==> src/rtl/ps2_key_decoder.sv <==
// PS/2 device-to-host receiver with Set-2 scan code decoding.
// Produces per-action key-state words for the keyboard memory window.
module ps2_key_decoder #(
    parameter int FILTER_LEN     = 8,
    parameter int TIMEOUT_CYCLES = 100000
) (
    input  logic        clk,
    input  logic        reset,
    input  logic        ps2_clk,
    input  logic        ps2_data,
    input  logic        key_clear,
    output logic [15:0] forward,
    output logic [15:0] backward,
    output logic [15:0] turnleft,
    output logic [15:0] turnright,
    output logic [15:0] shoot,
    output logic [15:0] escape,
    output logic [7:0]  rx_byte,
    output logic        rx_valid,
    output logic        frame_err
);

    localparam int FW = $clog2(FILTER_LEN + 1);
    localparam int TW = $clog2(TIMEOUT_CYCLES + 1);

    typedef enum logic [1:0] {IDLE, DATA, PARITY, STOP} state_t;

    logic          clk_s1, clk_s2, data_s1, data_s2;
    logic          filt_clk;
    logic [FW-1:0] flt_cnt;
    logic          fall;

    state_t        state;
    logic [7:0]    shreg;
    logic [2:0]    bit_cnt;
    logic          par;
    logic [TW-1:0] tcnt;

    logic ext_pending, break_pending;
    logic fwd_r, bwd_r, left_r, right_r, shoot_r, esc_r;

    // Idle PS/2 lines are high, so the synchronizers come out of reset at 1.
    always_ff @(posedge clk or posedge reset) begin
        if (reset) begin
            clk_s1  <= 1'b1;
            clk_s2  <= 1'b1;
            data_s1 <= 1'b1;
            data_s2 <= 1'b1;
        end else begin
            clk_s1  <= ps2_clk;
            clk_s2  <= clk_s1;
            data_s1 <= ps2_data;
            data_s2 <= data_s1;
        end
    end

    always_ff @(posedge clk or posedge reset) begin
        if (reset) begin
            filt_clk <= 1'b1;
            flt_cnt  <= '0;
        end else if (clk_s2 == filt_clk) begin
            flt_cnt <= '0;
        end else if (flt_cnt == FW'(FILTER_LEN - 1)) begin
            filt_clk <= clk_s2;
            flt_cnt  <= '0;
        end else begin
            flt_cnt <= flt_cnt + 1'b1;
        end
    end

    assign fall = filt_clk & ~clk_s2 & (flt_cnt == FW'(FILTER_LEN - 1));

    always_ff @(posedge clk or posedge reset) begin
        if (reset) begin
            state     <= IDLE;
            shreg     <= '0;
            bit_cnt   <= '0;
            par       <= 1'b0;
            tcnt      <= '0;
            rx_byte   <= '0;
            rx_valid  <= 1'b0;
            frame_err <= 1'b0;
        end else begin
            rx_valid  <= 1'b0;
            frame_err <= 1'b0;
            if (state == IDLE || fall) tcnt <= '0;
            else                       tcnt <= tcnt + 1'b1;
            if (fall) begin
                case (state)
                    IDLE: begin
                        if (!data_s2) begin
                            state   <= DATA;
                            bit_cnt <= '0;
                        end else begin
                            frame_err <= 1'b1;
                        end
                    end
                    DATA: begin
                        shreg   <= {data_s2, shreg[7:1]};
                        bit_cnt <= bit_cnt + 1'b1;
                        if (bit_cnt == 3'd7) state <= PARITY;
                    end
                    PARITY: begin
                        par   <= data_s2;
                        state <= STOP;
                    end
                    default: begin
                        if (data_s2 && (^{shreg, par})) begin
                            rx_byte  <= shreg;
                            rx_valid <= 1'b1;
                        end else begin
                            frame_err <= 1'b1;
                        end
                        state <= IDLE;
                    end
                endcase
            end else if (state != IDLE && tcnt == TW'(TIMEOUT_CYCLES - 1)) begin
                state     <= IDLE;
                frame_err <= 1'b1;
                tcnt      <= '0;
            end
        end
    end

    // A later set of shoot/escape overrides key_clear, so a press is never lost.
    always_ff @(posedge clk or posedge reset) begin
        if (reset) begin
            ext_pending   <= 1'b0;
            break_pending <= 1'b0;
            fwd_r         <= 1'b0;
            bwd_r         <= 1'b0;
            left_r        <= 1'b0;
            right_r       <= 1'b0;
            shoot_r       <= 1'b0;
            esc_r         <= 1'b0;
        end else begin
            if (key_clear) begin
                shoot_r <= 1'b0;
                esc_r   <= 1'b0;
            end
            if (frame_err) begin
                ext_pending   <= 1'b0;
                break_pending <= 1'b0;
            end else if (rx_valid) begin
                if (rx_byte == 8'hE0) begin
                    ext_pending <= 1'b1;
                end else if (rx_byte == 8'hF0) begin
                    break_pending <= 1'b1;
                end else begin
                    ext_pending   <= 1'b0;
                    break_pending <= 1'b0;
                    if (ext_pending) begin
                        case (rx_byte)
                            8'h75:   fwd_r   <= ~break_pending;
                            8'h72:   bwd_r   <= ~break_pending;
                            8'h6B:   left_r  <= ~break_pending;
                            8'h74:   right_r <= ~break_pending;
                            default: ;
                        endcase
                    end else begin
                        case (rx_byte)
                            8'h1D:   fwd_r   <= ~break_pending;
                            8'h1B:   bwd_r   <= ~break_pending;
                            8'h1C:   left_r  <= ~break_pending;
                            8'h23:   right_r <= ~break_pending;
                            8'h29:   if (!break_pending) shoot_r <= 1'b1;
                            8'h76:   if (!break_pending) esc_r <= 1'b1;
                            default: ;
                        endcase
                    end
                end
            end
        end
    end

    assign forward   = {15'd0, fwd_r};
    assign backward  = {15'd0, bwd_r};
    assign turnleft  = {15'd0, left_r};
    assign turnright = {15'd0, right_r};
    assign shoot     = {15'd0, shoot_r};
    assign escape    = {15'd0, esc_r};

endmodule

==> config.mk <==
export PLATFORM = sky130hd
export DESIGN_NAME = ps2_key_decoder
export DESIGN_NICKNAME = d
export VERILOG_FILES = /design/src/rtl/ps2_key_decoder.sv
export SDC_FILE = /design/constraint.sdc
export NUM_CORES = 1
export LEC_CHECK = 0
export ABC_AREA = 1
export BUFFER_PORTS_ARGS = -buffer_cell sky130_fd_sc_hd__buf_2
export CAP_MARGIN = 40
export CORE_ASPECT_RATIO = 1.2
export CORE_MARGIN = 4
export CORE_UTILIZATION = 48
export DETAILED_ROUTE_END_ITERATION = 6
export PLACE_DENSITY_LB_ADDON = 0.2
export SYNTH_ARGS = -nofsm -noshare
export SYNTH_HDL_FRONTEND = slang
export SYNTH_SLANG_ARGS = --single-unit
==> constraint.sdc <==
create_clock -name clk -period 1.9 [get_ports clk]
set_input_delay 0.19 -clock clk [delete_from_list [all_inputs] [get_ports clk]]
set_output_delay 0.19 -clock clk [all_outputs]
set_load 0.01 [all_outputs]
==> impl_metrics.tcl, run 1 <==
set metrics [dict create \
    run_status "finished clean" \
    die_y_um 106 \
    cp_num_buf_inv 2 \
    drt_iter0_markers 118 \
    p_per_area_nw_per_um2 748 \
    gr-total-overflow 0 \
    rsz0062_at_grt "false" \
    post-cts-setup-buffers 0 \
    gr-usage-all-layers 0.152 \
    path_max_fanout 8 \
    grt_pass1_wl_um 11400 \
    cp_slowest_cell "dfstp_2" \
    synth_edf_count 0 \
    drive_gt1_frac 0.153 \
    synth_area_leaders "dfrtp_1, buf_4, nand2_1, inv_1, nor2_1" \
    dieArea_um2 9500 \
    final_common_cell "conb_1" \
    max-vdd-ir-drop_mv 0.438 \
    cts-root-buf "clkbuf_8" \
    cts_resized 0 \
    fin_ws_ps 251 \
    grt_pass1_vias 2556 \
    clk_path_buf_depth 2 \
    cts.sink_count 58 \
    critPathLaunchType "flip-flop" \
    clock.fmax_mhz 606 \
    clk_latency_ps 330 \
    setup_tns_ps 0 \
    ys_types 41 \
    slew_viol_final 0 \
    final_cell_mix "conb_1, nand2_1, dfrtp_1, inv_1, nor2_1" \
    cts_tree "built" \
    cp_top_family "simple AND/OR/NAND/NOR gates" \
    worstSetupPathType "reg -> reg" \
    htree_levels 3 \
    routed_wl_um 6900 \
    ys_warn_count 0 \
    portBuffers 20 \
    grt_max_degree 59 \
    floorplan.initialDensity 0.495 \
    clk_pin_slew_ps 70 \
    ys.flop_type "dfrtp_1" \
    maxCapViolations 0 \
    rows 35 \
    skew_ps 9.38 \
    vias 2753 \
    finalCriticalPeriod_ps 1650 \
    antenna_cells 0 \
    firstDrtPassIters 4 \
    place.gp.congestion 0.962 \
    fin_nets 519 \
    total_power_mw 2.97 \
    yosysSeqAreaShare 0.380 \
    yosys_register_bits 58 \
    dp_hpwl_um 5160 \
    postSynthCellCount 476 \
    crit_chain "inv_1 -> ha_1 -> nand2_4 -> nand2_2 -> inv_1 -> nand2_2 -> nor3_1" \
    synth_top_area_frac 0.346 \
    hold_path.class "in -> reg" \
    pin_count 111 \
    syn_area_per_cell_um2 8.06 \
    postCtsHoldBufs 3 \
    route.detailed.drc 0 \
    critPathCaptureType "flip-flop" \
    cpPeakStageDelay_ps 520 \
    critPathArrivalTime_ps 1900 \
    cts_buffers 9 \
    syn_area_um2 3840 \
    coreArea_um2 7750 \
    post-route-period-util 0.868 \
    synth-async-reset-ratio 1.00 \
    die_w_um 89.6 \
    setup-violations-final 0 \
    preCtsSetupSlack_ps 239 \
    ant_nets 0 \
    p_leak_nw 2.06 \
    finalHoldViolations 0 \
    crit_required_ps 2150 \
    synth.largest_area_cell "dfrtp_1" \
    via_per_inst 4.58 \
    grt_antenna_before_repair 0 \
    wl_per_cell_um 11.5 \
    syn2layout_area_growth_pct 3.49 \
]
cell families (layout without fill, tap and decap cells):
family	Yosys count	in the layout	share of synthesized area
simple gates	207	207	0.265
buf+inv	153	97	0.244
flops	58	58	0.380
compound gates	36	36	0.0515
fa+ha+maj	10	10	0.0326
xor+xnor	9	9	0.0205
mux	2	2	0.00554
other cells	1	90	0.000977
power by group:
group          internal, mW  leakage (nW)  switching (mW)
registers              1.28         0.791          0.0298
logic                0.0494          1.15           0.171
clock network         0.944         0.123           0.493
synthesized netlist by cell type, types with 3 or more instances:
library cell	count
a21oi_1	6
buf_4	96
dfrtp_1	53
dfstp_2	5
ha_1	10
inv_1	48
inv_2	7
nand2_1	88
nand2_2	8
nand3_1	21
nand3_2	3
nand4_1	17
nor2_1	41
nor2_2	5
nor2_4	4
nor3_1	6
nor4_1	4
o21ai_0	14
o21ai_1	8
xor2_1	8
stage by stage:
stage,util,instances,area (um^2),hold slack (ps)
2_1_floorplan,-,565,4170,194
3_3_place_gp,0.476,582,3690,274
3_5_place_dp,0.476,582,3690,276
4_1_cts,0.513,601,3970,105
5_1_grt,0.513,601,3970,146
6_report,0.513,601,3970,129
flip-flops by register name, summed over array words and instances (netlist names), 2 cells and up:
signal / cells
shreg: 8
bit_cnt: 3
state: 2
rx_byte: 8
flt_cnt: 4
tcnt: 17
per-layer routing:
layer | part of all wire | track usage | vias up
met4 | 0.010 | 0.0596 | 0
met5 | 0 | 0 | -
met2 | 0.50 | 0.243 | 75
met1 | 0.44 | 0.193 | 1285
met3 | 0.053 | 0.0403 | 6
li1 | - | - | 1387
worst paths after layout:
kind / start / endpoint / slack, ps / depth (start not counted)
worst max-delay path: clk_s2 / tcnt[9] / 250 / 7
worst min-delay path: key_clear / shoot_r / 130 / 4
worst max register to register: clk_s2 / tcnt[9] / 250 / 7
worst min register to register: data_s1 / data_s2 / 360 / 0
max in group asynchronous: reset / filt_clk / 1140 / 4
min in group asynchronous: reset / tcnt[9] / 450 / 4
layout make-up:
cell class | instances | area (um^2)
clock buffers | 12 | 155
clock inverters | 4 | 97.6
fillers | 752 | 3780
inverters | 56 | 211
multi-input cells | 354 | 1780
flip-flops and latches | 58 | 1460
well taps | 92 | 115
repair buffers | 25 | 158
worst register-to-register path, cell delays in order, from the launching register on:
cell     delay, ps
dfstp_2        520
inv_1           50
ha_1           230
nand2_4        150
nand2_2        160
inv_1          160
nand2_2        150
nor3_1         160
(Power assumes the default switching activity.)
==> inputs of run 2 (changes only) <==
- ABC_AREA: 1 -> unset
==> run 2 against run 1 <==
Synthesized cell count fell by 24%; worst hold slack got worse by 65 ps; die area fell by 4.2%; via count fell by 17%; first-iteration DRC count fell by 42%; clock-buffer cell count fell by 1; setup slack got worse by 190 ps; clock skew fell by 1.9 ps; wire length fell by 11%; register-to-register slack got worse by 190 ps; global-route usage fell by 1.4 points; utilization rose by 1.7 points.
==> impl_metrics.tcl, run 2 <==
set metrics [dict create \
    p_leak_nw 1.95 \
    gr-usage-all-layers 0.138 \
    place_inst 478 \
    postSynthCellCount 361 \
    worstSetupPathType "reg -> reg" \
    portBuffers 20 \
    skew_ps 7.47 \
    worstMarginPinSlew_ps 527 \
    critPathLaunchType "flip-flop" \
    floorplan.initialDensity 0.498 \
    route.detailed.drc 0 \
    gr-total-overflow 0 \
    synth.most_common_cell "buf_4" \
    dpl-instance-area_um2 3630 \
    grt_max_degree 36 \
    whs_ps 64.3 \
    ff_latch_area_um2 1460 \
    grt_pass1_wl_um 10100 \
    p_per_area_nw_per_um2 672 \
    vias 2280 \
    largestRegisters "tcnt (17), rx_byte (8), shreg (8)" \
    ant_nets 0 \
    ys.flop_type "dfrtp_1" \
    preCtsSetupSlack_ps -59.0 \
    synth-async-reset-ratio 1.00 \
    routed_wl_um 6120 \
    clk_pin_slew_ps 70 \
    slew_viol_final 0 \
    grt_pass1_vias 2121 \
    via_per_inst 4.57 \
    dieArea_um2 9100 \
    ys_types 47 \
    synth_top_area_frac 0.362 \
    fin_nets 419 \
    finalCriticalPeriod_ps 1840 \
    rows 34 \
    cts.sink_count 58 \
    total_power_mw 2.62 \
    cts-root-buf "clkbuf_8" \
    yosys_register_bits 58 \
    final_area_um2 3900 \
    syn2layout_area_growth_pct 6.35 \
    ys_warn_count 0 \
    largest_reg_flops 17 \
    instances_no_fill 499 \
    clk_latency_ps 330 \
    yosysSeqAreaShare 0.398 \
    hold_path.class "in -> reg" \
    clock.fmax_mhz 545 \
    synth.largest_area_cell "dfrtp_1" \
    syn_area_um2 3660 \
    maxCapViolations 0 \
    regMostFlops "tcnt" \
    cts_buffers 9 \
    syn_area_per_cell_um2 10.1 \
    synth_area_leaders "dfrtp_1, buf_4, mux2_2, dfstp_2, ha_1" \
    maxSlewHeadroom 0.648 \
    final_cell_mix "conb_1, dfrtp_1, buf_2, nand2_1, mux2_2" \
    htree_levels 3 \
    final_util 0.529 \
    nFillCells 703 \
    fin_ws_ps 63.6 \
    firstDrtPassIters 4 \
    setup_tns_ps 0 \
    wl_per_cell_um 12.3 \
    antenna_cells 0 \
    post-route-period-util 0.967 \
    dp_hpwl_um 4600 \
    place.gp.congestion 0.883 \
    grt_antenna_before_repair 0 \
    setup-violations-final 0 \
    die_w_um 87.8 \
    die_y_um 104 \
    drt_iter0_markers 68 \
    ys_top_cells_by_count "buf_4, dfrtp_1, nand2_1, inv_1, mux2_2" \
    coreArea_um2 7360 \
    max-vdd-ir-drop_mv 0.330 \
    clk_path_buf_depth 2 \
    pin_count 111 \
    cts_tree "built" \
    path_max_fanout 9 \
    crit_required_ps 2110 \
    critPathCaptureType "flip-flop" \
    final_common_cell "conb_1" \
    drive_gt1_frac 0.242 \
    run_status "finished clean" \
    multi_input_area_um2 1740 \
    synth_edf_count 0 \
    finalHoldViolations 0 \
    critPathArrivalTime_ps 2050 \
]
-- run 2: cell count changes in the layout (fill, tap and decap cells not counted), moves of 8 or more --
cell and change:
buf_4 +15, inv_1 -30, mux2_2 +18, nand2_1 -69, nand2_2 -8, nand3_1 -11, nand4_1 -8, nor2_1 -26
o21ai_1 -8
-- run 2: final timing paths --
| kind | startpoint | endpoint | slack (ps) | depth (start not counted) |
|---|---|---|---|---|
| worst max-delay path | shreg[5] | rx_byte[7] | 60 | 5 |
| worst min-delay path | key_clear | esc_r | 60 | 2 |
| worst max register to register | shreg[5] | rx_byte[7] | 60 | 5 |
| worst min register to register | data_s1 | data_s2 | 360 | 0 |
| max in group asynchronous | reset | ext_pending | 900 | 4 |
| min in group asynchronous | reset | bit_cnt[1] | 440 | 3 |
-- run 2: layout make-up --
class	count	area share
inverter	18	0.0173
clock inverter	5	0.0135
sequential	58	0.374
timing repair buffer	42	0.0796
tap	90	0.0289
multi-input combinational	275	0.448
clock buffer	11	0.0389
-- run 2: cell families (layout without fill, tap and decap cells) --
kind of cell               after synthesis  count (layout)  share of synthesized area
muxes                                   24              24                     0.0751
and+or+nand+nor                        103             103                      0.167
AOI/OAI and AO/OA                       30              30                     0.0488
adders and majority gates               10              10                     0.0342
buffers and inverters                  117              76                      0.221
xor gates and xnor gates                18              18                     0.0546
DFF                                     58              58                      0.398
other                                    1              90                    0.00102
-- run 2: worst max-delay path: stages (launching register included) --
cell and delay (ps):
dfrtp_1 410, xnor2_1 160, xnor3_2 480, mux2i_4 200, buf_12 150, mux2_2 320
-- run 2: routing by layer --
metal,up-vias,wire length (um),global-route usage
met1,1093,2590,0.169
met5,-,0,0
li1,1130,-,-
met3,8,293,0.0334
met2,49,3160,0.228
met4,0,78,0.0592
-- run 2: power breakdown --
group | internal, mW | switching, mW
registers | 1.27 | 0.0212
clock network | 0.669 | 0.473
logic | 0.0464 | 0.140
total | 1.99 | 0.634
-- run 2: timing repair --
item	in CTS	in global routing
endpoints found under the setup margin	18	9
hold endpoints to repair	20	0
resized for setup	2	2
buffers inserted	0	2
hold buffers	3	0
pin swaps	1	3
